===== src/rtl/dm_arbiter.sv =====
// Arbitrates the single-port data memory between the CPU memory stage and a DMA/debug master.
// CPU wins by default; a starvation streak and a bounded DMA lock keep the DMA master moving.
module dm_arbiter #(
  parameter int ADDR_W       = 12,
  parameter int STARVE_LIMIT = 4,
  parameter int LOCK_MAX     = 4
) (
  input  logic              clk,
  input  logic              reset,
  // CPU port
  input  logic              cpu_req,
  input  logic              cpu_we,
  input  logic [ADDR_W-1:0] cpu_addr,
  input  logic [31:0]       cpu_wdata,
  input  logic [3:0]        cpu_be,
  output logic [31:0]       cpu_rdata,
  output logic              cpu_stall,
  // DMA port
  input  logic              dma_req,
  input  logic              dma_we,
  input  logic [ADDR_W-1:0] dma_addr,
  input  logic [31:0]       dma_wdata,
  input  logic [3:0]        dma_be,
  input  logic              dma_lock,
  output logic              dma_gnt,
  output logic [31:0]       dma_rdata,
  output logic              dma_rvalid,
  // Data memory port
  output logic [ADDR_W-1:0] dm_addr,
  output logic [31:0]       dm_wdata,
  output logic [3:0]        dm_be,
  output logic              dm_we,
  input  logic [31:0]       dm_rdata,
  // Debug: 0 = ARB, 1 = LOCKED
  output logic              dbg_state
);

  localparam int SW = (STARVE_LIMIT < 1) ? 1 : $clog2(STARVE_LIMIT + 1);
  localparam int LW = (LOCK_MAX < 1) ? 1 : $clog2(LOCK_MAX + 1);
  localparam logic [SW-1:0] STREAK_SAT = SW'(STARVE_LIMIT);
  localparam logic [LW-1:0] LOCK_TOP   = LW'(LOCK_MAX);

  typedef enum logic {
    ST_ARB    = 1'b0,
    ST_LOCKED = 1'b1
  } state_t;

  state_t          state_q, state_d;
  logic [SW-1:0]   streak_q, streak_d;
  logic [LW-1:0]   lock_cnt_q, lock_cnt_d;
  logic [31:0]     dma_rdata_q, dma_rdata_d;
  logic            dma_rvalid_q, dma_rvalid_d;
  logic            gnt_dma, gnt_cpu;

  // Handshake: a request is a level held with stable fields until served. CPU is served in
  // the cycle cpu_req=1 & cpu_stall=0; DMA in the cycle dma_req=1 & dma_gnt=1. Reads return
  // cpu_rdata in that same cycle, and dma_rdata with a dma_rvalid pulse one cycle later.
  always_comb begin
    gnt_dma = 1'b0;
    gnt_cpu = 1'b0;
    if (reset) begin
      if (state_q == ST_LOCKED) begin
        gnt_dma = dma_req;
      end else begin
        gnt_dma = dma_req & (~cpu_req | (streak_q == STREAK_SAT));
      end
      gnt_cpu = cpu_req & ~gnt_dma;
    end
  end

  assign dma_gnt   = gnt_dma;
  assign cpu_stall = reset & cpu_req & ~gnt_cpu;
  assign cpu_rdata = dm_rdata;

  // With no grant the CPU address still drives the memory so the read path stays warm.
  always_comb begin
    dm_addr  = cpu_addr;
    dm_wdata = cpu_wdata;
    dm_be    = cpu_be;
    dm_we    = 1'b0;
    if (gnt_dma) begin
      dm_addr  = dma_addr;
      dm_wdata = dma_wdata;
      dm_be    = dma_be;
      dm_we    = dma_we;
    end else if (gnt_cpu) begin
      dm_we    = cpu_we;
    end
  end

  always_comb begin
    state_d      = state_q;
    streak_d     = streak_q;
    lock_cnt_d   = lock_cnt_q;
    dma_rvalid_d = gnt_dma & ~dma_we;
    dma_rdata_d  = dma_rdata_q;
    if (gnt_dma & ~dma_we) begin
      dma_rdata_d = dm_rdata;
    end
    case (state_q)
      ST_ARB: begin
        if (gnt_dma | ~dma_req) begin
          streak_d = '0;
        end else if (gnt_cpu && streak_q != STREAK_SAT) begin
          streak_d = streak_q + SW'(1);
        end
        if (gnt_dma & dma_lock) begin
          state_d    = ST_LOCKED;
          lock_cnt_d = LW'(1);
        end
      end
      ST_LOCKED: begin
        // Streak is frozen while locked; it was cleared by the entry grant.
        if (~dma_req | ~dma_lock | (lock_cnt_q == LOCK_TOP)) begin
          state_d = ST_ARB;
        end else if (gnt_dma) begin
          lock_cnt_d = lock_cnt_q + LW'(1);
        end
      end
      default: state_d = ST_ARB;
    endcase
  end

  always_ff @(posedge clk) begin
    if (!reset) begin
      state_q      <= ST_ARB;
      streak_q     <= '0;
      lock_cnt_q   <= '0;
      dma_rdata_q  <= '0;
      dma_rvalid_q <= 1'b0;
    end else begin
      state_q      <= state_d;
      streak_q     <= streak_d;
      lock_cnt_q   <= lock_cnt_d;
      dma_rdata_q  <= dma_rdata_d;
      dma_rvalid_q <= dma_rvalid_d;
    end
  end

  assign dma_rdata  = dma_rdata_q;
  assign dma_rvalid = dma_rvalid_q;
  assign dbg_state  = (state_q == ST_LOCKED);

endmodule


===== config.mk =====
export PLATFORM = sky130hd
export DESIGN_NAME = dm_arbiter
export DESIGN_NICKNAME = d
export VERILOG_FILES = /design/src/rtl/dm_arbiter.sv
export SDC_FILE = /design/constraint.sdc
export NUM_CORES = 1
export LEC_CHECK = 0
export ABC_AREA = 1
export CORE_AREA = 2 2 99 101
export CTS_BUF_LIST = sky130_fd_sc_hd__clkbuf_2 sky130_fd_sc_hd__clkbuf_4 sky130_fd_sc_hd__clkbuf_8
export CTS_CLUSTER_SIZE = 10
export DETAILED_ROUTE_END_ITERATION = 12
export DIE_AREA = 0 0 101 103
export PLACE_DENSITY = 0.72
export REMOVE_ABC_BUFFERS = 1
export SETUP_SLACK_MARGIN = 0.2
export SYNTH_ARGS = -nofsm -noshare
export SYNTH_HDL_FRONTEND = slang
export SYNTH_SLANG_ARGS = --single-unit

===== constraint.sdc =====
create_clock -name clk -period 2.59 [get_ports clk]
set_clock_uncertainty 0.1 [all_clocks]
set_input_delay 0.6475 -clock clk [delete_from_list [all_inputs] [get_ports clk]]
set_output_delay 0.6475 -clock clk [all_outputs]
set_load 0.01 [all_outputs]

==> results.env, run 1 <==
RUN_STATUS='finished clean'
CLKSINKCOUNT=40
CLK_PIN_SLEW_NS=0.08
FINALCRITICALPERIOD_NS=2.47
DRV_SLEW=0
WORSTPATHREQUIRED_NS=1.84
LARGEST_NET_DEGREE_AT_THE_START_OF_GLOBAL_ROUTING=66
FINAL_NET_COUNT=766
POWER.SHARE.SEQUENTIAL_PCT=34.4
CTS.ROOT.BUFFER_CELL='sky130_fd_sc_hd__clkbuf_8'
PLACEMENT_ROWS=36
CP_MAX_FO=6
DRT-WIRELENGTH-PER-CELL_MICRONS=15.3
NUMBER_OF_DETAILED_ROUTE_ITERATIONS_IN_THE_FIRST_PASS=4
CRITICALPATHCATEGORY='register to output port'
RESIDUAL_OVERFLOW_FROM_GLOBAL_ROUTING=0
FP.DIEH_MICRONS=103
POST_DETAILED_ROUTE_DRC_MARKER_COUNT=0
WORST_PIN_SLEW_NS=0.367
POWER.SHARE.CLOCK_PCT=26.5
P_SWITCHING_mW=0.528
TOTAL_POWER_mW=1.89
POWER_DENSITY_nW_PER_UM2=337
SW_FRAC_OF_TOTAL_PCT=28.0
HP-START='dma_rdata[16]$_SDFFE_PN0P_'
GRT.TOTAL_USAGE_PCT=19.6
FINALCRITPERIODSHARE_PCT=95.4
NUMCTSBUFFERS=5
R2R-END='dma_rdata[1]$_SDFFE_PN0P_'
MAXIMUM_CLOCK_INSERTION_BUFFER_COUNT=2
STDCELL_COUNT=743
POSTROUTEANTENNANETS=0
POSTSYNTHAREAPERCELL_SQ_UM=6.23
P_COMB_SHARE_PCT=39.2
POWER.INTERNAL_mW=1.36
MAX_FREQ_MHz=405
LEAKAGE_nW=2.54
SYNTH-WARNING-COUNT=0
INITIAL_CORE_UTIL_PCT=25.6
POST_SYNTH_AND_OR_NAND_NOR_AREA_FRACTION_PCT=37.7
DESIGN.CORE.AREA_SQ_UM=9460
FIRST_GLOBAL_VIAS=3240
CRIT-REG2REG-LAUNCH='streak_q[0]$_SDFFE_PN0P_'
POST-SYNTH-TOP-AREA-CELL='sky130_fd_sc_hd__nand2_1'
REG2REG_SLACK_NS=0.45
SETUP.WORST_PATH.END_CLASS='output port'
WORST_R2R_PATH_DEPTH=13
DIE_AREA_SQ_UM=10400
DIE_X_MICRONS=101
SYNTH_COMPOUND_AREA_SHARE_PCT=9.63
WORSTSKEWPAIRLATENCY_NS=0.28
FIRST_PASS_GRT_WIRE_LENGTH_MICRONS=16000
SYNTH_TOP_FAMILY_BY_AREA='simple AND/OR/NAND/NOR gates'
HOLDPATHSTAGES=2
LAYOUT.CELLS.MOST_COMMON='sky130_fd_sc_hd__clkdlybuf4s50_1'
SYNTH_ADDER_AREA_SHARE_PCT=2.07
FLOW.AREA_GROWTH_FROM_SYNTHESIS_PCT=132
CAP_VIOL_MAX_COUNT=0
MUXSHAREOFSYNTHAREA_PCT=0
HOLD_BUFFERS=0
YS_FF_LATCH=40
NUMPORTBUFFERS=251
VIAS=3403
SETUP_VIOL=0
CP_DATA_ARRIVAL_TIME_NS=1.72
VIA_PER_INST=4.58
HOLD_PATH.CLASS='register to register'
SYN-INSTANCE-COUNT=388
HOLD_PATH_END='dma_rdata[16]$_SDFFE_PN0P_'
CTS_TREE='built'
SYNTH_CELL_TYPE_COUNT=22
PEAKVDDDROP_mV=0.325
YOSYSSEQAREASHARE_PCT=33.1
CTSHTREEMAXLEVEL=2
SHARE_OF_FINAL_LAYOUT_STANDARD_CELLS_STRONGER_THAN_DRIVE_STRENGTH_1_PCT=29.6
POST-DP-HPWL_MICRONS=7930
SYNTH-XOR-AREA-SHARE_PCT=0.725
SYNTH_TOP_CELLS_BY_AREA='sky130_fd_sc_hd__nand2_1, sky130_fd_sc_hd__dfxtp_1, sky130_fd_sc_hd__buf_4'
WORST_REL_SLEW_SLACK_PCT=75.5
POST-PLACE-CELLS=715
CRIT_START='streak_q[0]$_SDFFE_PN0P_'
LAYOUT_COMMON_CELLS='sky130_fd_sc_hd__clkdlybuf4s50_1, sky130_fd_sc_hd__nand2_1, sky130_fd_sc_hd__nand2_2, sky130_fd_sc_hd__dfxtp_1, sky130_fd_sc_hd__dlygate4sd2_1'
SYN_AREA_SQ_UM=2420
HOLD_VIOL=0
GRT_ANTENNA_BEFORE_REPAIR=1
SETUP_REPAIR_AFTER_GLOBAL_ROUTING_MISSED_ITS_MARGIN='yes'
IOPINCOUNT=252
POSTROUTEWIRELENGTH_MICRONS=11300
FINALWEIGHTEDCONGESTION=0.901
TIMING.CRITICAL_PATH.FROM_TYPE='register'
YOSYSTOPAREACELLSHARE_PCT=34.2
DRT_ITER0_MARKERS=54
[worst max path at each step]
stage / to / cells after the start / slack (ns)
after floorplan: dma_rdata[17]$_SDFFE_PN0P_ / 4 / -0.18
after global placement: dm_wdata[5] / 7 / -0.56
after detailed placement: dm_wdata[5] / 7 / -0.56
after CTS: dm_wdata[0] / 11 / 0.12
after global routing: dm_addr[11] / 11 / 0.03
final: dm_addr[5] / 10 / 0.12
[synth_stat cells]
cell                         n
sky130_fd_sc_hd__nand3_4     1
sky130_fd_sc_hd__a21boi_0    2
sky130_fd_sc_hd__clkbuf_1    6
sky130_fd_sc_hd__o21ai_0    15
sky130_fd_sc_hd__nand3_1     8
sky130_fd_sc_hd__buf_2       9
sky130_fd_sc_hd__o21ai_1    19
sky130_fd_sc_hd__o211ai_1    1
sky130_fd_sc_hd__nor2_2      1
sky130_fd_sc_hd__inv_1       8
sky130_fd_sc_hd__inv_2       3
sky130_fd_sc_hd__a21oi_1     6
sky130_fd_sc_hd__nand3_2     1
sky130_fd_sc_hd__ha_1        4
sky130_fd_sc_hd__nor2_1      3
sky130_fd_sc_hd__buf_4      35
sky130_fd_sc_hd__nand2_1   220
sky130_fd_sc_hd__a32o_1      1
sky130_fd_sc_hd__buf_6       3
sky130_fd_sc_hd__dfxtp_1    40
sky130_fd_sc_hd__xor2_1      1
sky130_fd_sc_hd__xnor2_1     1
[flip-flops by register name (all words and copies together), names as in the netlist]
register and count:
streak_q 3, dbg_state 1, dma_rdata 32, lock_cnt_q 3, dma_rvalid 1
[worst max-delay path, cell delays in order, from the launching register on]
cell and delay (ns):
sky130_fd_sc_hd__dfxtp_2 0.33, sky130_fd_sc_hd__inv_2 0.07, sky130_fd_sc_hd__ha_4 0.14, sky130_fd_sc_hd__nand2_4 0.06
sky130_fd_sc_hd__nand3_4 0.10, sky130_fd_sc_hd__nand3_4 0.12, sky130_fd_sc_hd__buf_12 0.19, sky130_fd_sc_hd__clkbuf_16 0.17
sky130_fd_sc_hd__nand2_2 0.06, sky130_fd_sc_hd__nand2_1 0.06, sky130_fd_sc_hd__buf_2 0.14
[stage by stage]
stage          utilization, %  hold slack (ns)  setup TNS (ns)  setup WS [ns]  cell area (sq um)
3_5_place_dp             51.5            0.351          -23.87         -0.556               4880
4_1_cts                  55.2            0.367               0          0.116               5220
2_1_floorplan               -            0.362           -5.20         -0.179               2050
6_report                 59.2            0.364               0          0.119               5600
3_3_place_gp             51.5            0.348          -24.47         -0.555               4880
5_1_grt                  59.2            0.384               0         0.0276               5600
[power groups by stage]
| stage | combinational (mW) | sequential, mW | clock (mW) |
|---|---|---|---|
| after CTS | 0.662 | 0.649 | 0.528 |
| final | 0.740 | 0.649 | 0.500 |
| after global placement | 0.647 | 0.662 | 0 |
| after detailed placement | 0.651 | 0.663 | 0 |
| after global routing | 0.789 | 0.652 | 0.551 |
| after floorplan | 0.141 | 0.673 | 0 |
[metal layers]
metal,track usage [%],vias to the layer above,part of all wire (%)
met3,5.22,32,8.4
met5,0,-,0
met4,7.69,0,3.8
met2,37.2,178,52
li1,-,1657,-
met1,20.6,1536,36
[repair_timing]
item	in CTS	in global routing
pin swaps	14	19
gates resized for setup	306	90
endpoints found under the setup margin	83	51
endpoints found under the hold margin	0	0
gates cloned	10	1
buffers inserted	8	0
[kinds of logic after synthesis]
family                     Yosys count
AOI/OAI and AO/OA                   44
xor gates and xnor gates             2
adders and majority gates            4
buffers and inverters               64
DFF                                 40
and+or+nand+nor                    234
[layout make-up]
cell class                      count  area [sq um]
Sequential cell                    40           803
Multi-Input combinational cell    284          1580
Clock inverter                      3          42.5
Timing Repair Buffer              285          2910
Fill cell                         841          3860
Antenna cell                        1          2.50
Inverter                           11          48.8
Clock buffer                        5          68.8
Tap cell                          114           143
No activity file was read; power rests on OpenSTA's default activity.
==> run 2, diff against run 1 <==
--- a/config.mk
+++ b/config.mk
@@ -12,6 +12,7 @@
 export DETAILED_ROUTE_END_ITERATION = 12
 export DIE_AREA = 0 0 101 103
 export PLACE_DENSITY = 0.72
+export RECOVER_POWER = 50
 export REMOVE_ABC_BUFFERS = 1
 export SETUP_SLACK_MARGIN = 0.2
 export SYNTH_ARGS = -nofsm -noshare
==> results.env, run 2 (synthesis gave the netlist of run 1 again) <==
POWER.SHARE.SEQUENTIAL_PCT=34.6
SETUP_REPAIR_AFTER_GLOBAL_ROUTING_MISSED_ITS_MARGIN='yes'
CTSHTREEMAXLEVEL=2
DRT_ITER0_MARKERS=63
CTS_TREE='built'
DIE_X_MICRONS=101
CRIT-REG2REG-LAUNCH='streak_q[0]$_SDFFE_PN0P_'
FIRST_PASS_GRT_WIRE_LENGTH_MICRONS=16000
FILLERINSTANCES=842
WORSTSKEWPAIRLATENCY_NS=0.28
LAYOUT_COMMON_CELLS='sky130_fd_sc_hd__nand2_1, sky130_fd_sc_hd__clkdlybuf4s50_1, sky130_fd_sc_hd__dlygate4sd3_1, sky130_fd_sc_hd__nand2_2, sky130_fd_sc_hd__dfxtp_1'
TIMING.CRITICAL_PATH.FROM_TYPE='register'
MAXIMUM_CLOCK_INSERTION_BUFFER_COUNT=2
SETUP_VIOL=0
FLOW.AREA_GROWTH_FROM_SYNTHESIS_PCT=131
RESIDUAL_OVERFLOW_FROM_GLOBAL_ROUTING=0
GRT_ANTENNA_BEFORE_REPAIR=1
USE_MET2_PCT=37.2
CP_DATA_ARRIVAL_TIME_NS=1.72
RUN_STATUS='finished clean'
WORSTPATHREQUIRED_NS=1.84
PLACEMENT_ROWS=36
WORST_REL_SLEW_SLACK_PCT=49.8
MAX_FREQ_MHz=405
POST_DETAILED_ROUTE_DRC_MARKER_COUNT=0
P_COMB_SHARE_PCT=38.6
DRV_SLEW=0
DESIGN.CORE.AREA_SQ_UM=9460
FINALWEIGHTEDCONGESTION=0.901
CP_TOP_FAMILY='buffers and inverters'
PEAKVDDDROP_mV=0.323
STDCELL_COUNT=743
FP.DIEH_MICRONS=103
CTS.ROOT.BUFFER_CELL='sky130_fd_sc_hd__clkbuf_8'
CLKSINKCOUNT=40
CP_CELL_SEQUENCE='inv_2, ha_4, nand2_4, nand3_4, nand3_4, buf_12, clkbuf_16, nand2_2, nand2_1, buf_2'
HOLD_PATH.CLASS='register to register'
LAYOUT.CELLS.MOST_COMMON='sky130_fd_sc_hd__nand2_1'
CAP_VIOL_MAX_COUNT=0
CP_MAX_FO=6
NUMBER_OF_DETAILED_ROUTE_ITERATIONS_IN_THE_FIRST_PASS=4
FINALCRITICALPERIOD_NS=2.47
NUMCTSBUFFERS=5
POWER_DENSITY_nW_PER_UM2=335
LEAKAGE_nW=2.65
DRT-WIRELENGTH-PER-CELL_MICRONS=15.3
GR_LAYER_USAGE_MET3_PCT=5.22
GRTUSAGEMET1_PCT=20.6
TOTAL_POWER_mW=1.87
LARGEST_REGISTER_FF_COUNT=32
CRITPATHSLOWESTCELL='sky130_fd_sc_hd__dfxtp_2'
FINALCRITPERIODSHARE_PCT=95.4
CRIT_START='streak_q[0]$_SDFFE_PN0P_'
CLK_PIN_SLEW_NS=0.08
SW_FRAC_OF_TOTAL_PCT=28.2
GRT.TOTAL_USAGE_PCT=19.6
FIRST_GLOBAL_VIAS=3240
HOLD_VIOL=0
CP_SLOWEST_STAGE_DELAY_NS=0.33
POSTROUTEWIRELENGTH_MICRONS=11400
HP-START='dma_rdata[2]$_SDFFE_PN0P_'
POSTROUTEANTENNANETS=0
WORST_PATH_MOST_REPEATED_CELL='sky130_fd_sc_hd__nand3_4'
CP.BUFFERS_INVERTERS=4
POST-PLACE-CELLS=715
IOPINCOUNT=252
WORST_PIN_SLEW_NS=0.753
POST-DP-HPWL_MICRONS=7930
POWER.SHARE.CLOCK_PCT=26.8
POST_LAYOUT_UTIL_PCT=59.1
GLOBALROUTE.BUSIESTLAYER='met2'
INITIAL_CORE_UTIL_PCT=25.6
SETUP.WORST_PATH.END_CLASS='output port'
DIE_AREA_SQ_UM=10400
LARGEST_NET_DEGREE_AT_THE_START_OF_GLOBAL_ROUTING=66
FINAL_NET_COUNT=766
VIAS=3405
VIA_PER_INST=4.58
SHARE_OF_FINAL_LAYOUT_STANDARD_CELLS_STRONGER_THAN_DRIVE_STRENGTH_1_PCT=29.3
POWER.INTERNAL_mW=1.34
CRITICALPATHCATEGORY='register to output port'
P_SWITCHING_mW=0.528
NUMPORTBUFFERS=251
[run 2: per-layer routing]
| layer | part of all wire (%) | vias up |
|---|---|---|
| li1 | - | 1658 |
| met1 | 36 | 1539 |
| met2 | 52 | 176 |
| met3 | 8.3 | 32 |
| met4 | 3.8 | 0 |
| met5 | 0 | - |
[run 2: power by group through the flow]
stage,logic [mW],registers (mW),clock network (mW)
4_1_cts,0.662,0.649,0.528
5_1_grt,0.770,0.652,0.551
3_5_place_dp,0.651,0.663,0
3_3_place_gp,0.647,0.662,0
6_report,0.722,0.648,0.501
2_1_floorplan,0.141,0.673,0
[run 2: path summary, 6_finish.rpt]
path	to	slack, ns	cells past startpoint
worst max-delay path	dm_addr[5]	0.12	10
worst min-delay path	dma_rdata[2]$_SDFFE_PN0P_	0.36	2
worst max register to register	dma_rdata[1]$_SDFFE_PN0P_	0.36	13
worst min register to register	dma_rdata[2]$_SDFFE_PN0P_	0.36	2
[run 2: area by class of cell]
type,instances,area [sq um],area share [%]
clock inverter,3,42.5,0.761
antenna,1,2.50,0.0448
tap,114,143,2.55
timing repair buffer,285,2910,52.0
multi-input combinational,284,1570,28.1
inverter,11,48.8,0.873
sequential,40,803,14.4
clock buffer,5,68.8,1.23
[run 2: worst reg2reg max path, delay by kind of cell, from the launching register on]
family                     cells  cell delay, ns
buffers and inverters          6            0.94
and+or+nand+nor                5            0.57
DFF                            1            0.33
adders and majority gates      1            0.14
AOI/OAI and AO/OA              1            0.08
[run 2: through the flow]
step / instance area, sq um / setup WS [ns] / setup TNS (ns) / hold WS (ns)
after floorplan: 2050 / -0.179 / -5.20 / 0.362
after global placement: 4880 / -0.555 / -24.47 / 0.348
after detailed placement: 4880 / -0.556 / -23.87 / 0.351
after CTS: 5220 / 0.116 / 0 / 0.367
after global routing: 5590 / 0.0277 / 0 / 0.381
final: 5590 / 0.118 / 0 / 0.361
[run 2: repair_timing]
action,in CTS,in global routing
buffers inserted,8,0
hold buffers,0,0
resized for setup,306,90
cloned,10,1
setup endpoints to repair,83,51
pin swaps,14,19
==> run 3, diff against run 2 <==
--- a/config.mk
+++ b/config.mk
@@ -11,6 +11,7 @@
 export CTS_CLUSTER_SIZE = 10
 export DETAILED_ROUTE_END_ITERATION = 12
 export DIE_AREA = 0 0 101 103
+export GPL_TIMING_DRIVEN = 1
 export PLACE_DENSITY = 0.72
 export RECOVER_POWER = 50
 export REMOVE_ABC_BUFFERS = 1
==> results of run 3 <==
The final DEF is identical to that of run 2; final timing and power are the same.
